`src/rtl/vga_char_timing.sv`:
```
// -----------------------------------------------------------------------------
// vga_char_timing
//
// Raster timing and character-cell address generator for an 80x30 text
// display (640x480 @ 60 Hz with 8x16 glyphs by default).
//
// A clock divider produces one pixel tick every CLK_DIV system clocks. On every
// tick the horizontal/vertical counters advance. This block then registers:
//   - the character/colour map address, which is row*80 + col for visible
//     pixels and 0 elsewhere,
//   - the glyph column and glyph row used by the character ROM.
// The active, hsync and vsync flags pass through a PIPE_LAT-deep shift
// register. That register advances only on ticks, so the flags line up with
// glyph data returned by the map + ROM reads.
//
// Ports:
//   clk_i          system clock
//   rstn_i         asynchronous active-low reset
//   en_i           timing enable; low holds the raster in its reset state
//   pix_tick_o     one-clock pulse per pixel
//   char_addr_o    character/colour map address (0..2399)
//   glyph_x_o      pixel column inside the glyph (hcount[2:0])
//   glyph_y_o      pixel row inside the glyph (vcount[3:0])
//   addr_valid_o   char_addr_o refers to a visible pixel (undelayed)
//   active_o       visible-area flag, delayed PIPE_LAT ticks
//   hSYNC_o        horizontal sync, active low, delayed PIPE_LAT ticks
//   vSYNC_o        vertical sync, active low, delayed PIPE_LAT ticks
//   line_start_o   tick-coincident pulse when hcount wraps to 0
//   frame_start_o  tick-coincident pulse when hcount and vcount wrap to 0
// -----------------------------------------------------------------------------
module vga_char_timing #(
    parameter int H_ACTIVE = 640,
    parameter int H_FP     = 16,
    parameter int H_SYNC   = 96,
    parameter int H_BP     = 48,
    parameter int V_ACTIVE = 480,
    parameter int V_FP     = 10,
    parameter int V_SYNC   = 2,
    parameter int V_BP     = 33,
    parameter int CLK_DIV  = 4,
    parameter int PIPE_LAT = 2
) (
    input  logic        clk_i,
    input  logic        rstn_i,
    input  logic        en_i,
    output logic        pix_tick_o,
    output logic [11:0] char_addr_o,
    output logic [2:0]  glyph_x_o,
    output logic [3:0]  glyph_y_o,
    output logic        addr_valid_o,
    output logic        active_o,
    output logic        hSYNC_o,
    output logic        vSYNC_o,
    output logic        line_start_o,
    output logic        frame_start_o
);

    localparam int H_TOTAL = H_ACTIVE + H_FP + H_SYNC + H_BP;
    localparam int V_TOTAL = V_ACTIVE + V_FP + V_SYNC + V_BP;
    localparam int HW      = $clog2(H_TOTAL);
    localparam int VW      = $clog2(V_TOTAL);
    localparam int DW      = (CLK_DIV > 1) ? $clog2(CLK_DIV) : 1;

    localparam logic [DW-1:0] DIV_LAST = DW'(CLK_DIV - 1);
    localparam logic [HW-1:0] H_LAST   = HW'(H_TOTAL - 1);
    localparam logic [HW-1:0] H_ACT    = HW'(H_ACTIVE);
    localparam logic [HW-1:0] H_SS     = HW'(H_ACTIVE + H_FP);
    localparam logic [HW-1:0] H_SE     = HW'(H_ACTIVE + H_FP + H_SYNC);
    localparam logic [VW-1:0] V_LAST   = VW'(V_TOTAL - 1);
    localparam logic [VW-1:0] V_ACT    = VW'(V_ACTIVE);
    localparam logic [VW-1:0] V_SS     = VW'(V_ACTIVE + V_FP);
    localparam logic [VW-1:0] V_SE     = VW'(V_ACTIVE + V_FP + V_SYNC);

    // Raster state
    logic [DW-1:0]     div_q, div_d;
    logic [HW-1:0]     h_q, h_d;
    logic [VW-1:0]     v_q, v_d;
    logic              started_q, started_d;

    // Registered outputs
    logic              tick_q, tick_d;
    logic              line_q, line_d;
    logic              frame_q, frame_d;
    logic [11:0]       addr_q, addr_d;
    logic [2:0]        gx_q, gx_d;
    logic [3:0]        gy_q, gy_d;
    logic [PIPE_LAT:0] act_q, act_d;
    logic [PIPE_LAT:0] hs_q, hs_d;
    logic [PIPE_LAT:0] vs_q, vs_d;

    // Combinational helpers
    logic [HW-1:0]     h_nx_s;
    logic [VW-1:0]     v_nx_s;
    logic              line_wrap_s;
    logic              frame_wrap_s;
    logic              act0_s;
    logic              hs0_s;
    logic              vs0_s;
    logic [11:0]       row_s;
    logic [11:0]       col_s;
    logic [11:0]       addr0_s;

    // Raster position the next tick moves to. The first tick after enable
    // presents (0,0) itself instead of stepping past it.
    always_comb begin
        h_nx_s       = '0;
        v_nx_s       = '0;
        line_wrap_s  = 1'b0;
        frame_wrap_s = 1'b0;
        if (!started_q) begin
            h_nx_s = '0;
            v_nx_s = '0;
        end else if (h_q == H_LAST) begin
            line_wrap_s = 1'b1;
            if (v_q == V_LAST) begin
                v_nx_s       = '0;
                frame_wrap_s = 1'b1;
            end else begin
                v_nx_s = v_q + 1'b1;
            end
        end else begin
            h_nx_s = h_q + 1'b1;
            v_nx_s = v_q;
        end
    end

    // Stage-0 flags and the character address for the upcoming pixel.
    // row*80 is built as row*64 + row*16 so that no multiplier is inferred.
    always_comb begin
        act0_s = (h_nx_s < H_ACT) && (v_nx_s < V_ACT);
        hs0_s  = !((h_nx_s >= H_SS) && (h_nx_s < H_SE));
        vs0_s  = !((v_nx_s >= V_SS) && (v_nx_s < V_SE));
        row_s  = 12'(v_nx_s >> 3'd4);
        col_s  = 12'(h_nx_s >> 3'd3);
        if (act0_s) begin
            addr0_s = (row_s << 4'd6) + (row_s << 4'd4) + col_s;
        end else begin
            addr0_s = 12'd0;
        end
    end

    // Next-state logic. Enable low flushes everything to its idle value.
    // Each tick advances the counters and the delay line. Between ticks
    // every output holds except for the single-clock pulses.
    always_comb begin
        div_d     = div_q;
        h_d       = h_q;
        v_d       = v_q;
        started_d = started_q;
        tick_d    = 1'b0;
        line_d    = 1'b0;
        frame_d   = 1'b0;
        addr_d    = addr_q;
        gx_d      = gx_q;
        gy_d      = gy_q;
        act_d     = act_q;
        hs_d      = hs_q;
        vs_d      = vs_q;
        if (!en_i) begin
            div_d     = '0;
            h_d       = '0;
            v_d       = '0;
            started_d = 1'b0;
            addr_d    = 12'd0;
            gx_d      = 3'd0;
            gy_d      = 4'd0;
            act_d     = '0;
            hs_d      = '1;
            vs_d      = '1;
        end else if (div_q == DIV_LAST) begin
            div_d     = '0;
            h_d       = h_nx_s;
            v_d       = v_nx_s;
            started_d = 1'b1;
            tick_d    = 1'b1;
            line_d    = line_wrap_s;
            frame_d   = frame_wrap_s;
            addr_d    = addr0_s;
            gx_d      = h_nx_s[2:0];
            gy_d      = v_nx_s[3:0];
            act_d[0]  = act0_s;
            hs_d[0]   = hs0_s;
            vs_d[0]   = vs0_s;
            for (int i = 1; i <= PIPE_LAT; i++) begin
                act_d[i] = act_q[i-1];
                hs_d[i]  = hs_q[i-1];
                vs_d[i]  = vs_q[i-1];
            end
        end else begin
            div_d = div_q + 1'b1;
        end
    end

    // State and output registers with asynchronous reset to the idle raster
    always_ff @(posedge clk_i or negedge rstn_i) begin
        if (!rstn_i) begin
            div_q     <= '0;
            h_q       <= '0;
            v_q       <= '0;
            started_q <= 1'b0;
            tick_q    <= 1'b0;
            line_q    <= 1'b0;
            frame_q   <= 1'b0;
            addr_q    <= 12'd0;
            gx_q      <= 3'd0;
            gy_q      <= 4'd0;
            act_q     <= '0;
            hs_q      <= '1;
            vs_q      <= '1;
        end else begin
            div_q     <= div_d;
            h_q       <= h_d;
            v_q       <= v_d;
            started_q <= started_d;
            tick_q    <= tick_d;
            line_q    <= line_d;
            frame_q   <= frame_d;
            addr_q    <= addr_d;
            gx_q      <= gx_d;
            gy_q      <= gy_d;
            act_q     <= act_d;
            hs_q      <= hs_d;
            vs_q      <= vs_d;
        end
    end

    assign pix_tick_o    = tick_q;
    assign char_addr_o   = addr_q;
    assign glyph_x_o     = gx_q;
    assign glyph_y_o     = gy_q;
    assign addr_valid_o  = act_q[0];
    assign active_o      = act_q[PIPE_LAT];
    assign hSYNC_o       = hs_q[PIPE_LAT];
    assign vSYNC_o       = vs_q[PIPE_LAT];
    assign line_start_o  = line_q;
    assign frame_start_o = frame_q;

endmodule

```
`config.mk`:
```
export PLATFORM = sky130hd
export DESIGN_NAME = vga_char_timing
export DESIGN_NICKNAME = d
export VERILOG_FILES = /design/src/rtl/vga_char_timing.sv
export SDC_FILE = /design/constraint.sdc
export NUM_CORES = 1
export LEC_CHECK = 0
export ABC_CLOCK_PERIOD_IN_PS = 6000
export CAP_MARGIN = 10
export CORE_UTILIZATION = 30
export DETAILED_ROUTE_END_ITERATION = 16
export PLACE_DENSITY = 0.47
export SLEW_MARGIN = 10
export SYNTH_ARGS = -nofsm -noshare
export SYNTH_HDL_FRONTEND = slang
export SYNTH_SLANG_ARGS = --single-unit
```
`constraint.sdc`:
```
create_clock -name clk_i -period 6 [get_ports clk_i]
set_input_delay 1.8 -clock clk_i [delete_from_list [all_inputs] [get_ports clk_i]]
set_output_delay 1.8 -clock clk_i [all_outputs]
set_load 0.03 [all_outputs]
```
# After elaboration in Yosys (flattened, before gate mapping)
# Index checks and enable logic that the tools add are counted.
# word_totals
regBits	54
input_bits	3
output_inout_bits	26
elab_cells	70
# classes
addsub	5
magnitude_cmp	6
eq_ne	4
muxes	37
reduce_logical	5
# ops
cell	n
two-way mux 10 bit	9
two-way mux 12 bit	3
two-way mux 3 bit	8
adder 10 x 1 -> 10 bit, second input constant	2
equality test 10 bit, second input constant	2
< comparator 10 bit, second input constant	2
< comparator 10 x 9 -> 1 bit, second input constant	2
two-way mux 1 bit	13
adder 12 x 10 -> 12 bit	1
adder 12 x 7 -> 12 bit	1
>= comparator 10 bit, second input constant	1
>= comparator 10 x 9 -> 1 bit, second input constant	1
two-way mux 4 bit	2
two-way mux 2 bit	2
logical AND 1 bit	3
adder 2 x 1 -> 2 bit, second input constant	1
equality test 2 bit, second input constant	1
logical NOT 1 bit	2
inequality test 2 x 1 -> 1 bit, second input constant	1

# Longest topological paths before layout
# Gate-level depths: netlist (run 1).
# logic_depth
ltp_word	9
ltp_mapped	17
mapped_depth_nobuf	17

# Least setup slack after synthesis (run 1)
# OpenSTA, ideal clock, no wires.
# synth_timing
kind	register -> register
startpoint	register h_q[0]
endpoint	register addr_q[11], in the netlist char_addr_o[11]
setup_time_ps	95
t_arrival_ps	3291
required_time_ps	5905
slack_ps	2614
path_stages_with_launch	18
path_buffers	1
synth_period_minus_slack_ps	3386
cell_sequence	dfrtp_1 ha_1 nand4_1 or3_1 buf_6 nor3_4 xnor2_1 nor2_1 ha_1 ha_1 inv_1 fa_1 nor2b_1 o21a_1 o21ai_0 nand2b_1 a21oi_1 o31ai_1
# synth_via
elab_chain_len	8
word_cells_on_any_way	14
cone_classes	3 x add/sub; 2 x order compare; 1 x eq/ne; 7 x mux; 1 x reduce/logical
# synth_lines
element	line_no	source
from (decl)	76	logic [HW-1:0] h_q, h_d;
from (signal assigned)	198	h_q <= '0;
from (signal assigned)	212	h_q <= h_d;
equality test 10 bit or adder 10 x 1 -> 10 bit (tied branches)	113, 122	
two-way mux 10 bit	113	end else if (h_q == H_LAST) begin
two-way mux 10 bit	110	if (!started_q) begin
adder 12 x 10 -> 12 bit, or another cell as far along	136	addr0_s = (row_s << 4'd6) + (row_s << 4'd4) + col_s;
adder 12 x 7 -> 12 bit or logical AND 1 bit (tied branches)	136, 130	
two-way mux 12 bit *	135	if (act0_s) begin
two-way mux 12 bit *	170	end else if (div_q == DIV_LAST) begin
two-way mux 12 bit *	159	if (!en_i) begin
to (signal assigned)	218	addr_q <= addr_d;
to (decl)	84	logic [11:0] addr_q, addr_d;
# Mark *: on every way between the ends. The rest lies on a longest branch, timed or not. The select of a mux whose other input is x is not followed.
# A chain may end at the register's enable or synchronous reset.

# Worst setup path after layout (run 1)
# layout_timing
startpoint	register h_q[0]
endpoint	register addr_q[10], in the netlist char_addr_o[10]
# The elaborated chain is that of the path after synthesis.

==> results.py, run 1 <==
metrics = {
    "outcome": {
        "outcome": "finished, final reports clean",
    },
    "pwr": {
        "p_int_mw": 0.416,
        "comb_power_share_pct": 5.9,
        "netSwitchingPower_mw": 0.156,
        "power.density_nw_per_um2": 170,
        "peakVddDrop_v": 0.0000701,
        "p_total_mw": 0.572,
        "switching_share_pct": 27.3,
        "power_frac_seq_pct": 56.3,
        "power_frac_clock_pct": 37.8,
        "total_leakage_power_nw": 1.39,
    },
    "drt": {
        "first_pass_iters": 4,
        "final_antenna_net_count": 0,
        "num_vias": 2300,
        "drtIter0Drc": 130,
        "routedWlPerCell_um": 15.5,
        "via_per_inst": 5.04,
        "drc": 0,
        "totalWireLength_mm": 7.08,
    },
    "worst_setup_path": {
        "crit_required_ns": 6.17,
        "cp-start-kind": "flip-flop",
        "critPathBufInv": 0,
        "cp_slowest_stage_delay_ns": 0.47,
        "crit_arrival_ns": 4.19,
        "slowest_stage": "nor3_1",
        "crit_fanout": 6,
        "crit_path_cell_trace": "ha_1, nand4_1, nor3_1, nand4_1, nor3_1, a21o_1, and2_1, fa_1, ha_1, a21o_1, a21oi_1, o21bai_1, a21oi_1, xor2_1, o31ai_2",
        "endpoint_kind": "flip-flop",
        "crit_family": "simple AND/OR/NAND/NOR gates",
        "worstSetupPathType": "flip-flop to flip-flop",
    },
    "clocking": {
        "cts_sinks": 47,
        "postCtsSetupRepairBufs": 0,
        "clk_pin_slew_ns": 0.10,
        "cts-root-buf": "clkbuf_8",
        "clock_latency_ns": 0.32,
        "cts_max_level": 2,
        "cts_max_path_buffers": 2,
        "cts_buffers": 5,
        "cts_tree": "yes",
        "ctsHoldBuffers": 0,
        "cts_resized": 0,
    },
    "logic_synthesis": {
        "yosysMostFrequentCell": "nand2_1",
        "synthCells": 308,
        "synth-edff-count": 0,
        "synth.yosys.warnings": 0,
        "synthArstFlopShare_pct": 100,
        "synthTopCellsByArea": "dfrtp_1 35%, ha_1 6.4%, nand2_1 6.0%",
        "synth_top_cell_area_share_pct": 35.0,
        "synth_fp_nets": 328,
        "synth.distinct_cells": 50,
        "synth_common_cells": "47 x nand2_1, 41 x dfrtp_1, 21 x o21ai_0, 15 x ha_1, 15 x nor2_1",
        "ys_seq_area_share_pct": 40.4,
        "postSynthAreaPerCell_sq_um": 9.52,
        "synth-seq-cells": 47,
        "synthFlopType": "dfrtp_1",
        "synthesis.area_sq_um": 2930,
        "synth_top_cell_by_area": "dfrtp_1",
    },
    "sta": {
        "slew_viol_final": 0,
        "whs_ns": 0.440,
        "hold_viol_final": 0,
        "slew_headroom_pct": 26.3,
        "fin_ws_ns": 1.97,
        "timing.final.crit_share_pct": 67.1,
        "worst_pin_slew_ns": 1.10,
        "grt_setup_unrepaired": "no",
        "fmax_ghz": 0.248,
        "min_period_ns": 4.03,
        "finalSetupViolations": 0,
        "setup-tns-final_ns": 0,
        "clock_skew_ns": 0.0119,
    },
    "grt": {
        "overflow": 0,
        "antenna_found_initial": 0,
        "grtUsageMet3_pct": 2.77,
        "busiest_layer": "met1",
        "grt_util_all_layers_pct": 15.1,
        "grt_pass1_vias": 2181,
        "use_met2_pct": 21.9,
        "met1_usage_pct": 22.9,
        "grt_max_degree": 48,
        "grt_pass1_wl_mm": 11.8,
    },
    "floorplanning": {
        "start_util_pct": 31.3,
        "die_w_um": 101,
        "dieArea_sq_um": 10200,
        "die_h_um": 101,
        "core_sq_um": 9370,
        "num_io_pins": 29,
        "rows": 35,
    },
    "cells_and_area": {
        "antenna_cells": 0,
        "final_net_count": 346,
        "drive_gt1_share_pct": 10.4,
        "fillers": 1005,
        "area_growth_pct": 14.8,
    },
    "placed_design": {
        "dp_slack_ns": 2.02,
        "numPortBuffers": 28,
        "globalplace.congestion": 0.824,
        "place_hpwl_mm": 5.00,
    },
    "run": {
        "cap_violations": 0,
    },
    "hold_path": {
        "hp-class": "flip-flop to flip-flop",
    },
}
==> power by group through the flow <==
stage / Sequential, mW / Clock (mW) / Combinational, mW
2_1_floorplan: 0.329 / 0 / 0.0173
3_3_place_gp: 0.328 / 0 / 0.0352
3_5_place_dp: 0.328 / 0 / 0.0354
4_1_cts: 0.322 / 0.226 / 0.0355
5_1_grt: 0.323 / 0.240 / 0.0387
6_report: 0.322 / 0.216 / 0.0340
==> per-stage QoR <==
step	area (sq um)	cells	utilization [%]
final	3360	456	35.9
after global routing	3360	456	35.9
after CTS	3360	456	35.9
after detailed placement	3270	448	34.9
after global placement	3270	448	34.9
after floorplan	2930	308	-
==> cell type report <==
cell class,instances,area [sq um],area share [%]
clock buffer,5,68.8,2.05
clock inverter,3,26.3,0.781
inverter,13,48.8,1.45
multi-input combinational,229,1590,47.1
sequential,47,1180,35.2
tap,129,161,4.80
timing repair buffer,30,290,8.63
==> worst paths after layout <==
path | startpoint | to | slack, ns | cells after the start
min in group asynchronous | rstn_i | h_q[0] | 1.58 | 2
hold reg to reg | div_q[0] | div_q[0] | 0.44 | 1
setup / recovery | h_q[0] | char_addr_o[10] | 1.97 | 15
hold / removal | div_q[0] | div_q[0] | 0.44 | 1
max in group asynchronous | rstn_i | h_q[8] | 4.00 | 2
setup reg to reg | h_q[0] | char_addr_o[10] | 1.97 | 15
==> cell usage in the layout, fill, tap and decap left out, types with 4 or more instances in the layout <==
cell type and count:
a21oi_1 10, clkbuf_8 5, clkdlybuf4s50_1 27, dfrtp_1 41
dfstp_2 6, ha_1 15, inv_1 13, mux2i_1 12
nand2_1 47, nand2b_1 4, nand3_1 7, nand4_1 6
nor2_1 15, nor2b_1 10, nor3_1 5, nor4_1 4
o21ai_0 21, o21ai_2 7, o31ai_1 9, or3_1 6
xnor2_1 8, xor2_1 5
==> worst register-to-register path: stages (launching register included) <==
cell      delay [ns]
dfrtp_1         0.44
ha_1            0.27
nand4_1         0.21
nor3_1          0.47
nand4_1         0.22
nor3_1          0.24
a21o_1          0.15
and2_1          0.19
fa_1            0.47
ha_1            0.31
a21o_1          0.16
a21oi_1         0.21
o21bai_1        0.09
a21oi_1         0.17
xor2_1          0.22
o31ai_2         0.08
==> layer usage <==
metal	part of all wire (%)	up-vias
met1	52	1095
met3	5.3	6
li1	-	1125
met2	42	74
met4	1.3	0
met5	0	-
==> flip-flops by register name (all words and copies together) (netlist names) <==
register / count
div_q: 2
v_q: 10
h_q: 10
vs_q: 3
line_start_o: 1
started_q: 1
char_addr_o: 12
pix_tick_o: 1
hs_q: 3
frame_start_o: 1
act_q: 3
==> cells by family after synthesis <==
logic type | count (synthesis) | synth area share, %
xor+xnor | 13 | 3.88
simple gates | 118 | 21.5
fa+ha+maj | 17 | 7.77
flops | 47 | 40.4
mux | 12 | 4.10
buf+inv | 32 | 5.55
compound gates | 69 | 16.8
(Power assumes the default switching activity.)
==> inputs of run 2 (changes only) <==
--- a/config.mk
+++ b/config.mk
@@ -5,7 +5,7 @@
 export SDC_FILE = /design/constraint.sdc
 export NUM_CORES = 1
 export LEC_CHECK = 0
-export ABC_CLOCK_PERIOD_IN_PS = 6000
+export ABC_CLOCK_PERIOD_IN_PS = 4200
 export CAP_MARGIN = 10
 export CORE_UTILIZATION = 30
 export DETAILED_ROUTE_END_ITERATION = 16
==> constraint.sdc (replaced) <==
create_clock -name clk_i -period 4.2 [get_ports clk_i]
set_input_delay 1.26 -clock clk_i [delete_from_list [all_inputs] [get_ports clk_i]]
set_output_delay 1.26 -clock clk_i [all_outputs]
set_load 0.03 [all_outputs]
==> run 2 against run 1 <==
Clock-buffer cell count unchanged; largest cell class unchanged; critical endpoint is now char_addr_o[11]; clock power increased by 38%; clock skew decreased by 0.00070 ns; first-iteration DRC count decreased by 35%.
==> results.py, run 2 (same netlist as run 1, synthesis figures left out) <==
metrics = {
    "outcome": {
        "outcome": "finished, final reports clean",
    },
    "sta": {
        "hold_viol_final": 0,
        "grt_setup_unrepaired": "no",
        "slew_viol_final": 0,
        "min_period_ns": 3.68,
        "setup-tns-final_ns": 0,
        "fmax_ghz": 0.272,
        "timing.final.crit_share_pct": 87.7,
        "worst_pin_slew_ns": 0.657,
        "clock_skew_ns": 0.0112,
        "finalSetupViolations": 0,
        "slew_headroom_pct": 56.2,
    },
    "drt": {
        "final_antenna_net_count": 0,
        "via_per_inst": 4.88,
        "drtIter0Drc": 84,
        "totalWireLength_mm": 7.21,
        "first_pass_iters": 4,
        "num_vias": 2263,
        "routedWlPerCell_um": 15.5,
        "drc": 0,
    },
    "grt": {
        "grt_util_all_layers_pct": 15.5,
        "grt_max_degree": 28,
        "grt_pass1_wl_mm": 12.2,
        "antenna_found_initial": 0,
        "grt_pass1_vias": 2328,
        "overflow": 0,
    },
    "clocking": {
        "clk_pin_slew_ns": 0.10,
        "cts_max_path_buffers": 2,
        "cts_max_level": 2,
        "cts_buffers": 5,
        "cts_sinks": 47,
        "postCtsSetupRepairBufs": 0,
        "clock_latency_ns": 0.31,
        "cts_tree": "yes",
        "cts-root-buf": "clkbuf_8",
        "ctsHoldBuffers": 0,
    },
    "pwr": {
        "p_int_mw": 0.593,
        "netSwitchingPower_mw": 0.217,
        "power_frac_seq_pct": 56.8,
        "comb_power_share_pct": 6.4,
        "power_frac_clock_pct": 36.8,
        "power.density_nw_per_um2": 236,
        "peakVddDrop_v": 0.000115,
        "switching_share_pct": 26.8,
        "total_leakage_power_nw": 1.43,
    },
    "cells_and_area": {
        "fillers": 985,
        "final_util_pct": 36.6,
        "final_cell_mix": "47 x nand2_1, 41 x dfrtp_1, 27 x clkdlybuf4s50_1, 21 x o21ai_0",
        "area_growth_pct": 16.9,
        "final_common_cell": "nand2_1",
        "drive_gt1_share_pct": 12.8,
        "final_net_count": 354,
        "antenna_cells": 0,
        "largest_reg_flops": 12,
    },
    "worst_setup_path": {
        "critical_path.startpoint": "h_q[0]",
        "crit_path_cell_trace": "ha_1, nand4_1, or3_4, nor3_4, xnor2_1, nor2_1, ha_1, ha_1, inv_1, fa_1, nor2b_1, o21a_1, o21ai_0, nand2b_1, a21oi_1, o31ai_1",
        "crit_fanout": 6,
        "reg2reg_to": "char_addr_o[11]",
        "cp-start-kind": "flip-flop",
        "endpoint_kind": "flip-flop",
        "crit_family": "simple AND/OR/NAND/NOR gates",
        "crit_required_ns": 4.42,
        "r2r_cells": 16,
        "worstSetupPathType": "flip-flop to flip-flop",
        "worstReg2RegStart": "h_q[0]",
        "slowest_stage": "or3_4",
        "crit_arrival_ns": 3.91,
        "cp_slowest_stage_delay_ns": 0.45,
        "rrSetupSlack_ns": 0.52,
        "critPathBufInv": 1,
        "cpMostUsedCell": "ha_1",
    },
    "floorplanning": {
        "dieArea_sq_um": 10200,
        "die_w_um": 101,
        "die_h_um": 101,
        "num_io_pins": 29,
        "start_util_pct": 31.3,
        "core_sq_um": 9370,
        "rows": 35,
    },
    "hold_path": {
        "whs_path_depth": 1,
        "hp-class": "flip-flop to flip-flop",
        "holdPathEnd": "div_q[0]",
        "worstHoldStart": "div_q[0]",
    },
    "placed_design": {
        "place_hpwl_mm": 5.21,
        "numPortBuffers": 28,
        "globalplace.congestion": 0.783,
    },
    "run": {
        "cap_violations": 0,
    },
}
==> run 2: worst max-delay path by stage <==
stage	slack, ns	end	cells after the start
after floorplan	0.81	char_addr_o[11]	17
after global placement	0.52	char_addr_o[11]	16
after detailed placement	0.41	char_addr_o[11]	16
after CTS	0.41	char_addr_o[11]	16
after global routing	0.06	char_addr_o[11]	16
final	0.52	char_addr_o[11]	16
==> run 2: stage by stage <==
| step | hold WS, ns | instances | power [mW] | setup WS (ns) | area (sq um) |
|---|---|---|---|---|---|
| 2_1_floorplan | 0.410 | 308 | 0.494 | 0.814 | 2930 |
| 3_3_place_gp | 0.425 | 456 | 0.522 | 0.517 | 3330 |
| 3_5_place_dp | 0.431 | 456 | 0.522 | 0.414 | 3330 |
| 4_1_cts | 0.447 | 464 | 0.823 | 0.412 | 3420 |
| 5_1_grt | 0.455 | 464 | 0.844 | 0.0619 | 3430 |
| 6_report | 0.442 | 464 | 0.810 | 0.518 | 3430 |
==> run 2: layout make-up <==
| class | count | area (sq um) | area share [%] |
|---|---|---|---|
| Tap cell | 129 | 161 | 4.71 |
| Sequential cell | 47 | 1180 | 34.6 |
| Clock inverter | 3 | 22.5 | 0.657 |
| Timing Repair Buffer | 38 | 350 | 10.2 |
| Clock buffer | 5 | 68.8 | 2.01 |
| Inverter | 13 | 48.8 | 1.42 |
| Multi-Input combinational cell | 229 | 1590 | 46.4 |
==> run 2: per-layer routing <==
layer | up-vias | global-route usage, % | share of wire (%)
li1 | 1134 | - | -
met1 | 1083 | 22.8 | 54
met2 | 38 | 23.7 | 42
met3 | 8 | 2.57 | 2.9
met4 | 0 | 3.90 | 1.1
met5 | - | 0 | 0
==> run 2: what timing repair did <==
| item | CTS | global route |
|---|---|---|
| endpoints found under the setup margin | 0 | 1 |
| resized for setup | 0 | 1 |
| endpoints found under the hold margin | 0 | 0 |
==> run 2: power by group through the flow <==
| stage | sequential (mW) | combinational [mW] | clock, mW |
|---|---|---|---|
| 6_report | 0.460 | 0.0521 | 0.298 |
| 5_1_grt | 0.461 | 0.0584 | 0.325 |
| 4_1_cts | 0.460 | 0.0532 | 0.310 |
| 3_5_place_dp | 0.469 | 0.0531 | 0 |
| 3_3_place_gp | 0.469 | 0.0534 | 0 |
| 2_1_floorplan | 0.470 | 0.0247 | 0 |
